<file path="config.mk">
export PLATFORM = sky130hd
export DESIGN_NAME = fsqrt_issue_ctrl_flat
export DESIGN_NICKNAME = d
export VERILOG_FILES = /design/src/rtl/fsqrt_issue_ctrl_pkg.sv /design/src/rtl/fsqrt_issue_ctrl_if.sv /design/src/rtl/fpu_result_fifo.sv /design/src/rtl/fsqrt_issue_ctrl.sv /design/src/flat_wrapper.sv
export SDC_FILE = /design/constraint.sdc
export NUM_CORES = 1
export LEC_CHECK = 0
export ABC_CLOCK_PERIOD_IN_PS = 3570
export CORE_MARGIN = 2
export CORE_UTILIZATION = 45
export CTS_CLUSTER_DIAMETER = 50
export DETAILED_ROUTE_END_ITERATION = 12
export PLACE_DENSITY = 0.71
export SYNTH_ARGS = -nofsm -noshare
export SYNTH_HDL_FRONTEND = slang
export SYNTH_HIERARCHICAL = 1
export SYNTH_SLANG_ARGS = --single-unit
export TNS_END_PERCENT = 10
</file>
<file path="constraint.sdc">
create_clock -name clk -period 3.57 [get_ports clk]
set_input_delay 0.714 -clock clk [delete_from_list [all_inputs] [get_ports clk]]
set_output_delay 0.714 -clock clk [all_outputs]
set_load 0.005 [all_outputs]
</file>
<file path="src/rtl/fsqrt_issue_ctrl_pkg.sv">
// rtl/fsqrt_issue_ctrl_pkg.sv - shared FPU constants, defaults and width helper
package fsqrt_issue_ctrl_pkg;

    localparam logic [31:0] POS_INF      = 32'h7F800000;
    localparam logic [31:0] ZERO         = 32'h00000000;
    localparam int          TAGW_DEFAULT = 5;

    function automatic int clog2(input int n);
        int r;
        int v;
        r = 0;
        v = n - 1;
        while (v > 0) begin
            r++;
            v = v >> 1;
        end
        return r;
    endfunction

endpackage

</file>
<file path="src/rtl/fsqrt_issue_ctrl_if.sv">
// rtl/fsqrt_issue_ctrl_if.sv - request/response handshake bundle for the sqrt issue wrapper
interface fsqrt_issue_ctrl_if
    import fsqrt_issue_ctrl_pkg::*;
#(
    parameter int TAGW = TAGW_DEFAULT
);
    logic            req_valid;
    logic            req_ready;
    logic [31:0]     req_x;
    logic [TAGW-1:0] req_tag;
    logic            resp_valid;
    logic            resp_ready;
    logic [31:0]     resp_y;
    logic [TAGW-1:0] resp_tag;

    modport master (
        output req_valid, req_x, req_tag, resp_ready,
        input  req_ready, resp_valid, resp_y, resp_tag
    );

    modport slave (
        input  req_valid, req_x, req_tag, resp_ready,
        output req_ready, resp_valid, resp_y, resp_tag
    );

endinterface

</file>
<file path="src/rtl/fpu_result_fifo.sv">
// rtl/fpu_result_fifo.sv - show-ahead in-order result FIFO shared by the FPU issue wrappers
module fpu_result_fifo
    import fsqrt_issue_ctrl_pkg::*;
#(
    parameter int W     = 37,
    parameter int DEPTH = 8
) (
    input  logic                  clk,
    input  logic                  rstn,
    input  logic                  wr_en,
    input  logic [W-1:0]          wr_data,
    input  logic                  rd_en,
    output logic [W-1:0]          rd_data,
    output logic                  rd_valid,
    output logic [clog2(DEPTH):0] count
);

    localparam int AW = clog2(DEPTH);

    logic [W-1:0]  mem [DEPTH];
    logic [AW-1:0] wptr;
    logic [AW-1:0] rptr;
    logic          pop;
    logic          full;

    assign rd_valid = (count != '0);
    assign full     = (count == (AW+1)'(DEPTH));
    assign pop      = rd_en & rd_valid;
    assign rd_data  = rd_valid ? mem[rptr] : '0;

    always_ff @(posedge clk) begin
        if (wr_en) begin
            mem[wptr] <= wr_data;
        end
    end

    // Pointers are AW bits wide, so DEPTH being a power of two makes them wrap for free.
    always_ff @(posedge clk) begin
        if (!rstn) begin
            wptr  <= '0;
            rptr  <= '0;
            count <= '0;
        end else begin
            if (wr_en) wptr <= wptr + 1'b1;
            if (pop)   rptr <= rptr + 1'b1;
            case ({wr_en, pop})
                2'b10:   count <= count + 1'b1;
                2'b01:   count <= count - 1'b1;
                default: count <= count;
            endcase
        end
    end

    a_no_write_when_full: assert property (@(posedge clk) disable iff (!rstn) wr_en |-> !full);

endmodule

</file>
<file path="src/rtl/fsqrt_issue_ctrl.sv">
// rtl/fsqrt_issue_ctrl.sv - issue/writeback wrapper around a fixed-latency non-stallable sqrt pipeline
module fsqrt_issue_ctrl
    import fsqrt_issue_ctrl_pkg::*;
#(
    parameter int NSTAGE = 4,
    parameter int TAGW   = TAGW_DEFAULT,
    parameter int DEPTH  = 8
) (
    input  logic                clk,
    input  logic                rstn,
    fsqrt_issue_ctrl_if.slave   ifc,
    output logic [31:0]         sq_x,
    input  logic [31:0]         sq_y,
    output logic                busy
);

    localparam int              CW       = clog2(DEPTH) + 1;
    localparam logic [CW-1:0]   CRED_MAX = CW'(DEPTH);

    logic [CW-1:0]   cred;
    logic [CW-1:0]   fifo_count;
    logic            req_ready;
    logic            resp_valid;
    logic            accept;
    logic            pop;
    logic [NSTAGE-1:0] v;
    logic [TAGW-1:0] t [NSTAGE];
    logic [31+TAGW:0] head;

    assign req_ready     = (cred != '0);
    assign accept        = ifc.req_valid & req_ready;
    assign pop           = resp_valid & ifc.resp_ready;
    assign sq_x          = accept ? ifc.req_x : ZERO;
    assign busy          = (cred != CRED_MAX);

    assign ifc.req_ready  = req_ready;
    assign ifc.resp_valid = resp_valid;
    assign ifc.resp_y     = head[31+TAGW:TAGW];
    assign ifc.resp_tag   = head[TAGW-1:0];

    // A credit is held from accept until the result leaves the FIFO, so every op in the
    // pipe already owns a FIFO slot when it emerges.
    always_ff @(posedge clk) begin
        if (!rstn) begin
            cred <= CRED_MAX;
        end else begin
            case ({accept, pop})
                2'b10:   cred <= cred - 1'b1;
                2'b01:   cred <= cred + 1'b1;
                default: cred <= cred;
            endcase
        end
    end

    always_ff @(posedge clk) begin
        if (!rstn) begin
            v <= '0;
            for (int i = 0; i < NSTAGE; i++) t[i] <= '0;
        end else begin
            v    <= {v[NSTAGE-2:0], accept};
            t[0] <= ifc.req_tag;
            for (int i = 1; i < NSTAGE; i++) t[i] <= t[i-1];
        end
    end

    fpu_result_fifo #(
        .W     (32 + TAGW),
        .DEPTH (DEPTH)
    ) u_fifo (
        .clk      (clk),
        .rstn     (rstn),
        .wr_en    (v[NSTAGE-1]),
        .wr_data  ({sq_y, t[NSTAGE-1]}),
        .rd_en    (ifc.resp_ready),
        .rd_data  (head),
        .rd_valid (resp_valid),
        .count    (fifo_count)
    );

    a_credit_bound: assert property (@(posedge clk) disable iff (!rstn)
        ({1'b0, cred} + {1'b0, fifo_count}) <= (CW+1)'(DEPTH));

endmodule

</file>
<file path="src/flat_wrapper.sv">
// flat-port wrapper written by rule: the top's interface ports become plain ports
module fsqrt_issue_ctrl_flat import fsqrt_issue_ctrl_pkg::*;
#(
    parameter int NSTAGE = 4,
    parameter int TAGW   = TAGW_DEFAULT,
    parameter int DEPTH  = 8
)
  (clk, rstn, sq_x, sq_y, busy, ifc_req_valid, ifc_req_x, ifc_req_tag, ifc_resp_ready, ifc_req_ready, ifc_resp_valid, ifc_resp_y, ifc_resp_tag);
  fsqrt_issue_ctrl_if #(.TAGW(TAGW)) ifc_i ();
  input  logic clk;
  input  logic rstn;
  output logic [31:0] sq_x;
  input  logic [31:0] sq_y;
  output logic busy;
  input wire logic [$bits(ifc_i.req_valid)-1:0] ifc_req_valid;
  input wire logic [$bits(ifc_i.req_x)-1:0] ifc_req_x;
  input wire logic [$bits(ifc_i.req_tag)-1:0] ifc_req_tag;
  input wire logic [$bits(ifc_i.resp_ready)-1:0] ifc_resp_ready;
  output wire logic [$bits(ifc_i.req_ready)-1:0] ifc_req_ready;
  output wire logic [$bits(ifc_i.resp_valid)-1:0] ifc_resp_valid;
  output wire logic [$bits(ifc_i.resp_y)-1:0] ifc_resp_y;
  output wire logic [$bits(ifc_i.resp_tag)-1:0] ifc_resp_tag;
  assign ifc_i.req_valid = ifc_req_valid;
  assign ifc_i.req_x = ifc_req_x;
  assign ifc_i.req_tag = ifc_req_tag;
  assign ifc_i.resp_ready = ifc_resp_ready;
  assign ifc_req_ready = ifc_i.req_ready;
  assign ifc_resp_valid = ifc_i.resp_valid;
  assign ifc_resp_y = ifc_i.resp_y;
  assign ifc_resp_tag = ifc_i.resp_tag;
  fsqrt_issue_ctrl #(.NSTAGE(NSTAGE), .TAGW(TAGW), .DEPTH(DEPTH)) u_core (.clk(clk), .rstn(rstn), .ifc(ifc_i), .sq_x(sq_x), .sq_y(sq_y), .busy(busy));
endmodule
</file>
==> metrics.csv <==
stage;metric;value;unit
synth;XOR/XNOR Fraction of Synth Area;0.536;%
floorplan;Die Ht;174;µm
sta;Post-Route Skew;0.0137;ns
worst_setup_path;crit path max fanout;44;
floorplan;placement row count;62;
synth;synthesized area;13100;µm²
synth;syn_nets;745;
placement;GPL Wtd Cong;0.750;
global_route;vias in the first global route;6809;
clock_network;Worst-path clk slew;0.06;ns
synth;proportion of synthesized area in mux cells;16.0;%
global_route;first-pass GRT wire length;38.7;mm
finish;most common cell after layout, fill and taps aside;edfxtp_1;
worst_setup_path;CP required;2.86;ns
detailed_routing;post-route ant nets;0;
synth;post-synthesis instance total;663;
detailed_routing;DR WL/cell;20.4;µm
sta;minimum clock period;3.28;ns
detailed_routing;via count;6475;
floorplan;Core ar.;28600;µm²
sta;Setup WS post-layout;0.288;ns
sta;final worst path period share;91.9;%
sta;Pins Over Slew Limit;0;
clock_network;Setup Buffers After CTS;0;
synth;Mapped Avg Cell Area;19.7;µm²
synth;post-synthesis compound-gate area fraction;0.565;%
detailed_routing;DR DRC count;0;
finish;share of layout cells above drive strength 1;17.8;%
synth;flip-flop and latch count after synthesis;337;
floorplan;Die W;174;µm
run_status;status;finished, final reports clean;
floorplan;initial core utilization;45.7;%
sta;Slew @ Worst Pin;0.891;ns
sta;Total Negative Setup Slacks;0;ns
global_route;Total Routing Usage GR;16.8;%
power_and_ir_drop;clock power share;37.6;%
power_and_ir_drop;Reg power frac;50.7;%
power_and_ir_drop;Final Power;8.60;mW
placement;IO buf count;144;
floorplan;die footprint;30400;µm²
placement;dpl cell area;15000;µm²
power_and_ir_drop;VDD IR-drop max;0.267;mV
power_and_ir_drop;Sw Ratio;21.1;%
job;max-cap viol count;0;
synth;post-synthesis adder-cell area fraction;0.919;%
worst_setup_path;Arr. time, crit path;2.57;ns
finish;Final nets;910;
clock_network;worst-skew pair later-pin latency;0.50;ns
synth;Post-synth top flop;edfxtp_1;
detailed_routing;initial drt markers;458;
synth;Synth Area in Simple Gates;5.71;%
global_route;largest net degree at the start of global routing;45;
synth;Yosys warning total;6;
floorplan;I/O pin count;145;
synth;number of flops mapped to enable cells by yosys;296;
sta;Final Hold Viols;0;
finish;number of diodes;0;
global_route;initial antenna violation count;1;
synth;sequential element share of the synthesized area;74.3;%
finish;Design Area, Final;16100;µm²
clock_network;Sink Count;337;
clock_network;CTS Hold Buffers Added;0;
sta;Max Fclk;305;MHz
power_and_ir_drop;P per Cell Area;536;nW/µm²
clock_network;Inserted Clock Buffers;34;
detailed_routing;vias per cell;5.24;
detailed_routing;drt first pass iters;4;
synth;post-synth top area share;68.0;%
min_path;hold crit path type;reg -> reg;
synth;fraction of registers with async set/reset;0;%
sta;final setup violation count;0;
power_and_ir_drop;P_leak;5.15;nW
placement;pre-CTS setup slack;0.559;ns
finish;Fillers;2160;
global_route;total gr overflow;0;
finish;most frequent cells in the layout;296 x edfxtp_1, 144 x clkdlybuf4s50_1, 73 x mux4_2;
synth;largest area contributor in the netlist;edfxtp_1;
worst_setup_path;Crit. End Element;output pin;
detailed_routing;routed wire length;25.2;mm
placement;DP Wirelength;14.4;mm
clock_network;CTS Buffer Depth;3;
power_and_ir_drop;Combinational Power Share;11.7;%
clock_network;# resized after CTS;0;
finish;Area Growth Syn to Fin;22.8;%
placement;placed cells;1176;
synth;largest family of logic cells by synthesized area;multiplexers;
power_and_ir_drop;NetSw;1.82;mW
sta;unrepaired setup endpoints after global routing;no;
power_and_ir_drop;internal power;6.79;mW
synth;Yosys cell types;38;
clock_network;CTS tree;yes;
synth;synth top area cells;edfxtp_1 68%, mux4_2 13%, dfxtp_1 6.3%;
worst_setup_path;Setup crit start kind;register;
clock_network;H-tree depth;2;
sta;Rel. slew slack;40.5;%
clock_network;Root Driver;clkbuf_16;
finish;fin cells;1236;
worst_setup_path;CP Class;reg -> out;
==> through the flow <==
stage | hold slack, ns | utilization, %
5_1_grt | 0.441 | 56.1
4_1_cts | 0.430 | 56.1
6_report | 0.426 | 56.1
3_3_place_gp | 0.409 | 52.6
2_1_floorplan | 0.406 | -
3_5_place_dp | 0.416 | 52.6
==> worst max-delay path, cell delays in order (launching register included) <==
cell	delay, ns
dfxtp_4	0.37
buf_12	0.30
mux4_1	0.62
mux2i_1	0.15
nor2_1	0.09
clkdlybuf4s50_1	0.48
==> logic make-up (layout without fill, tap and decap cells) <==
family                   after synthesis  in the layout
multiplexers                         116            116
adder cells (fa/ha/maj)                9              9
AO/OA/AOI/OAI                         12             12
buffers and inverters                 41            230
AND/OR/NAND/NOR                      140            140
XOR/XNOR                               8              8
flip-flops                           337            337
==> worst paths after layout <==
check	slack, ns	from	end	depth (start not counted)
hold / removal	0.43	u_core/t[0][9]	u_core/t[0][14]	1
setup / recovery	0.29	register	ifc_resp_y[31]	5
setup reg to reg	0.97	u_core/cred[0]	u_core/cred[3]	12
hold reg to reg	0.43	u_core/t[0][9]	u_core/t[0][14]	1
==> metal layers <==
layer | share of wire, % | GRT usage [%] | wire length (µm) | up-vias
li1 | - | - | - | 2949
met1 | 40 | 21.7 | 10000 | 3241
met2 | 50 | 28.9 | 12700 | 244
met3 | 8.1 | 3.70 | 2050 | 39
met4 | 1.5 | 4.13 | 384 | 2
met5 | 0.044 | 0 | 11 | -
==> registers in the layout, indices dropped and copies added, names as in the netlist, named ones only <==
| name | count |
|---|---|
| u_core/cred | 4 |
| u_core/t | 20 |
| u_core/u_fifo/count | 4 |
| u_core/u_fifo/mem | 296 |
| u_core/u_fifo/rptr | 3 |
| u_core/u_fifo/wptr | 3 |
| u_core/v | 4 |
==> final cells by class <==
cell class / instances / area [µm²] / share of cell area, %
clock buffers: 48 / 925 / 5.76
multi-input cells: 285 / 3170 / 19.7
clock inverters: 12 / 91.3 / 0.569
repair buffers: 165 / 1660 / 10.3
flip-flops and latches: 337 / 9720 / 60.5
well taps: 384 / 480 / 2.99
inverters: 5 / 18.8 / 0.117
==> power groups by stage <==
stage               Clock (mW)  Combinational, mW  Sequential, mW
global route              3.48               1.11            4.37
detailed placement           0               1.02            4.45
CTS                       3.32               1.03            4.37
floorplan                    0              0.573            4.44
finish                    3.23               1.00            4.37
global placement             0               1.01            4.45
==> synth_stat cells (2+ instances only) <==
cell type    n
edfxtp_1   296
mux4_2      73
nor2_1      44
dfxtp_1     41
mux2i_1     41
and3_1      33
and2_1      32
buf_2       16
clkbuf_1    13
nand2_1     12
ha_1         8
nand2b_1     6
xnor2_1      6
inv_1        4
nor2b_1      4
buf_12       3
buf_8        3
o21ai_0      3
a21boi_0     2
a21oi_1      2
nand3_1      2
nor3_1       2
xor2_1       2
No activity file was read; power rests on OpenSTA's default activity.
